File: src/rtl/core_lsu.sv
// Load/store execution stage: runs one load/store per issue against data memory,
// or against stdin/stdout when the address hits IO_ADDR.
module core_lsu #(
  parameter int                ADDR_W  = 8,
  parameter int                DATA_W  = 16,
  parameter logic [ADDR_W-1:0] IO_ADDR = 8'hFF
) (
  input  logic              clk_i,
  input  logic              rst_ni,
  input  logic              req_en_i,
  input  logic              req_wen_i,
  input  logic              req_kind_i,
  input  logic [3:0]        req_rd_i,
  input  logic [ADDR_W-1:0] req_imm_i,
  input  logic [DATA_W-1:0] req_rt_i,
  input  logic [DATA_W-1:0] req_rd_data_i,
  output logic              busy_o,
  output logic              done_o,
  output logic              mem_req_o,
  output logic              mem_we_o,
  output logic [ADDR_W-1:0] mem_addr_o,
  output logic [DATA_W-1:0] mem_wdata_o,
  input  logic              mem_gnt_i,
  input  logic              mem_rvalid_i,
  input  logic [DATA_W-1:0] mem_rdata_i,
  input  logic              stdin_valid_i,
  input  logic [DATA_W-1:0] stdin_data_i,
  output logic              stdin_ready_o,
  output logic              stdout_valid_o,
  output logic [DATA_W-1:0] stdout_data_o,
  input  logic              stdout_ready_i,
  output logic              wb_en_o,
  output logic [3:0]        wb_addr_o,
  output logic [DATA_W-1:0] wb_data_o
);

  typedef enum logic [2:0] {
    S_IDLE, S_MEM_REQ, S_MEM_WAIT, S_IO_IN, S_IO_OUT, S_WB, S_DONE
  } state_t;

  state_t            state_q;
  logic [ADDR_W-1:0] addr_q;
  logic              wen_q;
  logic [3:0]        rd_q;
  logic [DATA_W-1:0] data_q;
  logic [ADDR_W-1:0] req_addr;
  logic              unused_rt_hi;

  assign req_addr     = req_kind_i ? req_imm_i : req_rt_i[ADDR_W-1:0];
  assign unused_rt_hi = ^req_rt_i[DATA_W-1:ADDR_W];

  // data_q holds the store word on the way out and the loaded word on the way back
  always_ff @(posedge clk_i or negedge rst_ni) begin
    if (!rst_ni) begin
      state_q <= S_IDLE;
      addr_q  <= '0;
      wen_q   <= 1'b0;
      rd_q    <= '0;
      data_q  <= '0;
    end else begin
      case (state_q)
        S_IDLE: begin
          if (req_en_i) begin
            addr_q <= req_addr;
            wen_q  <= req_wen_i;
            rd_q   <= req_rd_i;
            data_q <= req_rd_data_i;
            if (req_addr == IO_ADDR) state_q <= req_wen_i ? S_IO_OUT : S_IO_IN;
            else                     state_q <= S_MEM_REQ;
          end
        end
        S_MEM_REQ: begin
          if (mem_gnt_i) begin
            if (wen_q) begin
              state_q <= S_DONE;
            end else if (mem_rvalid_i) begin
              data_q  <= mem_rdata_i;
              state_q <= S_WB;
            end else begin
              state_q <= S_MEM_WAIT;
            end
          end
        end
        S_MEM_WAIT: begin
          if (mem_rvalid_i) begin
            data_q  <= mem_rdata_i;
            state_q <= S_WB;
          end
        end
        S_IO_IN: begin
          if (stdin_valid_i) begin
            data_q  <= stdin_data_i;
            state_q <= S_WB;
          end
        end
        S_IO_OUT: if (stdout_ready_i) state_q <= S_DONE;
        S_WB:     state_q <= S_IDLE;
        S_DONE:   state_q <= S_IDLE;
        default:  state_q <= S_IDLE;
      endcase
    end
  end

  // Outputs decode straight from the registered state; data buses are gated to zero outside their phase
  assign busy_o         = (state_q != S_IDLE);
  assign done_o         = (state_q == S_WB) || (state_q == S_DONE);
  assign mem_req_o      = (state_q == S_MEM_REQ);
  assign mem_we_o       = mem_req_o && wen_q;
  assign mem_addr_o     = mem_req_o ? addr_q : '0;
  assign mem_wdata_o    = (mem_req_o && wen_q) ? data_q : '0;
  assign stdin_ready_o  = (state_q == S_IO_IN);
  assign stdout_valid_o = (state_q == S_IO_OUT);
  assign stdout_data_o  = stdout_valid_o ? data_q : '0;
  assign wb_en_o        = (state_q == S_WB) && (rd_q != 4'd0);
  assign wb_addr_o      = (state_q == S_WB) ? rd_q : 4'd0;
  assign wb_data_o      = (state_q == S_WB) ? data_q : '0;

endmodule
File: config.mk
export PLATFORM = sky130hd
export DESIGN_NAME = core_lsu
export DESIGN_NICKNAME = d
export VERILOG_FILES = /design/src/rtl/core_lsu.sv
export SDC_FILE = /design/constraint.sdc
export NUM_CORES = 1
export LEC_CHECK = 0
export ABC_CLOCK_PERIOD_IN_PS = 2200
export CORE_UTILIZATION = 38
export DETAILED_ROUTE_END_ITERATION = 8
export HOLD_SLACK_MARGIN = 0.06
export PLACE_DENSITY_LB_ADDON = 0.08
export RECOVER_POWER = 100
export SLEW_MARGIN = 15
export SYNTH_ARGS = -nofsm -noshare
export SYNTH_HDL_FRONTEND = slang
export SYNTH_SLANG_ARGS = --single-unit
File: constraint.sdc
create_clock -name clk_i -period 2.2 [get_ports clk_i]
set_input_delay 0.44 -clock clk_i [delete_from_list [all_inputs] [get_ports clk_i]]
set_output_delay 0.44 -clock clk_i [all_outputs]
set_load 0.005 [all_outputs]
==> summary.txt <==
Timing
  – Hold Fails Final Rpt: 0
  – Worst hold margin: approximately 520 ps
  – Worst-margin pin slew: ~1800 ps
  – Final setup viols: 17
  – RSZ-0062 raised after global routing: yes
  – Fin crit share: 104%
  – Max Clk Rate: 439 MHz
  – PnR worst setup slack: -79.7 ps
  – Clock skew: between 7 and 8 ps
  – Final Slew Violations: 33
  – Minimum clock period after layout: roughly 2300 ps
  – Max-slew headroom: -20.5%

Synthesis
  – Syn Area/Cell: 8.92 µm²
  – Synth area leaders: dfrtp_1 32%, mux2_2 12%, and3_1 9.1%
  – Cell taking the most area after synthesis: dfrtp_1
  – Synth cell types: 35
  – Post-synth ARST share: 100%
  – Top-area cell type share of the netlist area: between 30% and 40%
  – Synth Cell Area: between 0.002 and 0.003 mm²
  – Synth Instances: 284
  – Sequential area share after synthesis: a little under a third
  – Post-synth EDFFs: 0
  – Yosys Warn Count: 0
  – Post-synth top flop: dfrtp_1
  – Synthesized net count: 369
  – Yosys reg bits: 32

Route
  – Drt first pass iters: 4
  – DRT Wirelength: between 8 and 9 mm
  – Post-DRT Antenna Nets: 0
  – # DRC: 0
  – Vias per cell: approximately 5.3
  – Routed len/inst: ~16 µm
  – DR vias: approximately 2800
  – Iteration-0 DRC Markers: 77

Min path
  – Class of the worst hold path: flip-flop to flip-flop

Clocking
  – Clock Path Buffers: 2
  – Clk Latency, worst-skew pair: a little under 300 ps
  – CTS tree: yes
  – CTS Hold Bufs: 0
  – Clock sink count: 32
  – H-tree levels: 2
  – CTS Buf Count: 5
  – Clock transition at path regs: 70 ps
  – Root Driver: clkbuf_8

Final layout
  – Final #Nets: between 500 and 600
  – N_diodes: 0
  – Filler Cell Count: ~500
  – Syn-to-layout area delta: 71.2%
  – Design Area, Final: approximately 0.0043 mm²
  – Post-layout util: around 68%
  – Proportion of layout cells with a drive suffix above 1: 22.7%

Placed design
  – HPWL after DPL: roughly 5.8 mm
  – Area after DPL: 0.00410 mm²
  – Gpl congestion: approximately 0.8
  – Buffers added on ports: ~140

Global routing
  – Global route overflow: 0
  – Grt peak-use layer: met2
  – Overall global routing resource usage: 23.5%
  – Vias in the first global route: about 2600
  – Wire length of the first global-routing pass: 13.2 mm
  – Met1 Usage GRT: around 31%
  – Antenna violations before repair: 0
  – Met2 Use GR: ~40%
  – Grt met3 use: roughly 3.1%
  – Largest net degree at the start of global routing: 33

Die
  – Die X: approximately 84 µm
  – Total Die Area: between 0.006 and 0.007 mm²
  – Die height: between 80 and 90 µm
  – Core ar.: between 0.006 and 0.007 mm²
  – Io pins: 152
  – Row count: 29
  – Initial core utilization: about two fifths

Worst setup path
  – Setup crit start kind: flip-flop
  – Critical path required time: roughly 1800 ps
  – RR Endpoint: rd_q[2]$_DFFE_PN0P_
  – CP Launch Point: state_q[0]$_DFFE_PN0P_
  – Kind of end point of the critical path: primary output
  – CP Max Fanout: 8
  – Register-to-Register Path Depth: 6
  – Setup CP Type: flip-flop to primary output
  – Top delay family on crit path: buffers and inverters
  – WP buf/inv: 2
  – Critical-path top delay cell: clkdlybuf4s50_1
  – CP peak stage delay: between 500 and 600 ps
  – Crit path depth: 4
  – R2R setup slack: roughly 60 ps
  – CP arrival: between 1500 and 2000 ps
  – Worst r2r src: state_q[1]$_DFFE_PN0P_
  – Crit path to: stdout_data_o[5]
  – Critical Path, Cell by Cell: nor3b_4 > buf_4 > and2_1 > clkdlybuf4s50_1

Status
  – Status: complete, but fails checks
  – Failing checks: capacitance limit, slew limit, setup timing

Power and ir drop
  – Peak VDD IR: ~0.68 mV
  – Clk network pwr share: a little under a tenth
  – Power per Cell Area: ~1200 mW/mm²
  – Sw Share: 38.0%
  – NetSw: approximately 1.9 mW
  – Int Pwr: about 3.2 mW
  – Sequential share of power: a little under a quarter
  – Comb power frac: roughly two thirds
  – Leakage: between 2 and 2.5 nW

Flow run
  – Max Cap Violations: 1
==> flip-flops by register name (all words and copies together) (netlist names) <==
register  flops
wen_q         1
addr_q        8
rd_q          4
data_q       16
state_q       3
==> cells in the mapped netlist, types with 4 or more instances <==
cell type / count
nor2_1: 16
nand2_1: 23
and3_1: 37
mux2_4: 10
and2_1: 25
mux2i_1: 7
o21ai_0: 19
buf_2: 11
a21oi_1: 7
nand2b_1: 7
dfrtp_1: 32
mux2_2: 27
nand3_1: 4
clkbuf_1: 13
a22oi_1: 16
nor2b_1: 4
==> layout by cell type, fill, tap and decap left out, types with 5 or more instances in the layout <==
| master | count |
|---|---|
| mux2i_1 | 7 |
| dfrtp_1 | 29 |
| a22oi_1 | 16 |
| dlygate4sd2_1 | 28 |
| a21oi_1 | 7 |
| buf_4 | 17 |
| clkdlybuf4s50_1 | 92 |
| buf_6 | 6 |
| and2_1 | 25 |
| nand2b_1 | 7 |
| clkdlybuf4s15_1 | 5 |
| nor2_1 | 17 |
| clkbuf_2 | 13 |
| clkbuf_8 | 6 |
| o21ai_0 | 19 |
| and3_1 | 37 |
| mux2_4 | 10 |
| mux2_2 | 27 |
| nand2_1 | 23 |
==> per-layer routing <==
metal | vias up | share of wire, %
met2 | 93 | 48
met4 | 0 | 1.8
li1 | 1332 | -
met1 | 1318 | 45
met5 | - | 0
met3 | 13 | 4.9
==> how the worst min path moves through the flow <==
stage,from,end,cells past startpoint
final,addr_q[5]$_DFFE_PN0P_,addr_q[5]$_DFFE_PN0P_,2
after global routing,addr_q[7]$_DFFE_PN0P_,addr_q[7]$_DFFE_PN0P_,2
after CTS,rst_ni,addr_q[4]$_DFFE_PN0P_,1
after detailed placement,addr_q[3]$_DFFE_PN0P_,addr_q[3]$_DFFE_PN0P_,2
after global placement,addr_q[5]$_DFFE_PN0P_,addr_q[5]$_DFFE_PN0P_,2
after floorplan,rst_ni,addr_q[0]$_DFFE_PN0P_,0
==> area by class of cell <==
type / count / area (µm²) / area share (%)
clock buffer: 6 / 82.6 / 1.90
clock inverter: 2 / 10.0 / 0.231
inverter: 1 / 3.75 / 0.0866
multi-input combinational: 225 / 1630 / 37.5
sequential: 32 / 805 / 18.6
tap: 77 / 96.3 / 2.22
timing repair buffer: 175 / 1710 / 39.5
==> cell families after synthesis <==
group | after synthesis | synth area share (%)
buffers and inverters | 27 | 5.14
flip-flops | 32 | 31.6
AND/OR/NAND/NOR | 124 | 26.9
multiplexers | 45 | 21.2
AO/OA/AOI/OAI | 56 | 15.1
==> repair_timing <==
action / in CTS / in global routing
pin swaps: 0 / 2
gates resized for setup: 59 / 40
cloned: 2 / 1
buffers inserted: 6 / 8
endpoints found under the setup margin: 66 / 21
==> power groups by stage <==
stage / combinational [mW] / clock [mW] / sequential [mW]
after floorplan: 1.88 / 0 / 1.04
after global placement: 3.05 / 0 / 1.15
after detailed placement: 3.09 / 0 / 1.17
after CTS: 3.26 / 0.487 / 1.17
after global routing: 3.71 / 0.521 / 1.22
final: 3.45 / 0.479 / 1.18
==> worst register-to-register path, delay by kind of cell, from the launching register on <==
family	cells	cell delay, ps
multiplexers	1	400
buffers and inverters	3	700
AND/OR/NAND/NOR	2	490
flip-flops	1	460
==> stage by stage <==
stage / instances / setup TNS, ps / setup slack, ps / power [mW]
2_1_floorplan: 284 / 0 / 372 / 2.92
3_3_place_gp: 493 / 0 / 142 / 4.20
3_5_place_dp: 493 / 0 / 127 / 4.26
4_1_cts: 509 / -2160 / -138 / 4.92
5_1_grt: 518 / -2940 / -149 / 5.46
6_report: 518 / -1040 / -79.7 / 5.12
Note: power is estimated with default switching activity, not from simulation.
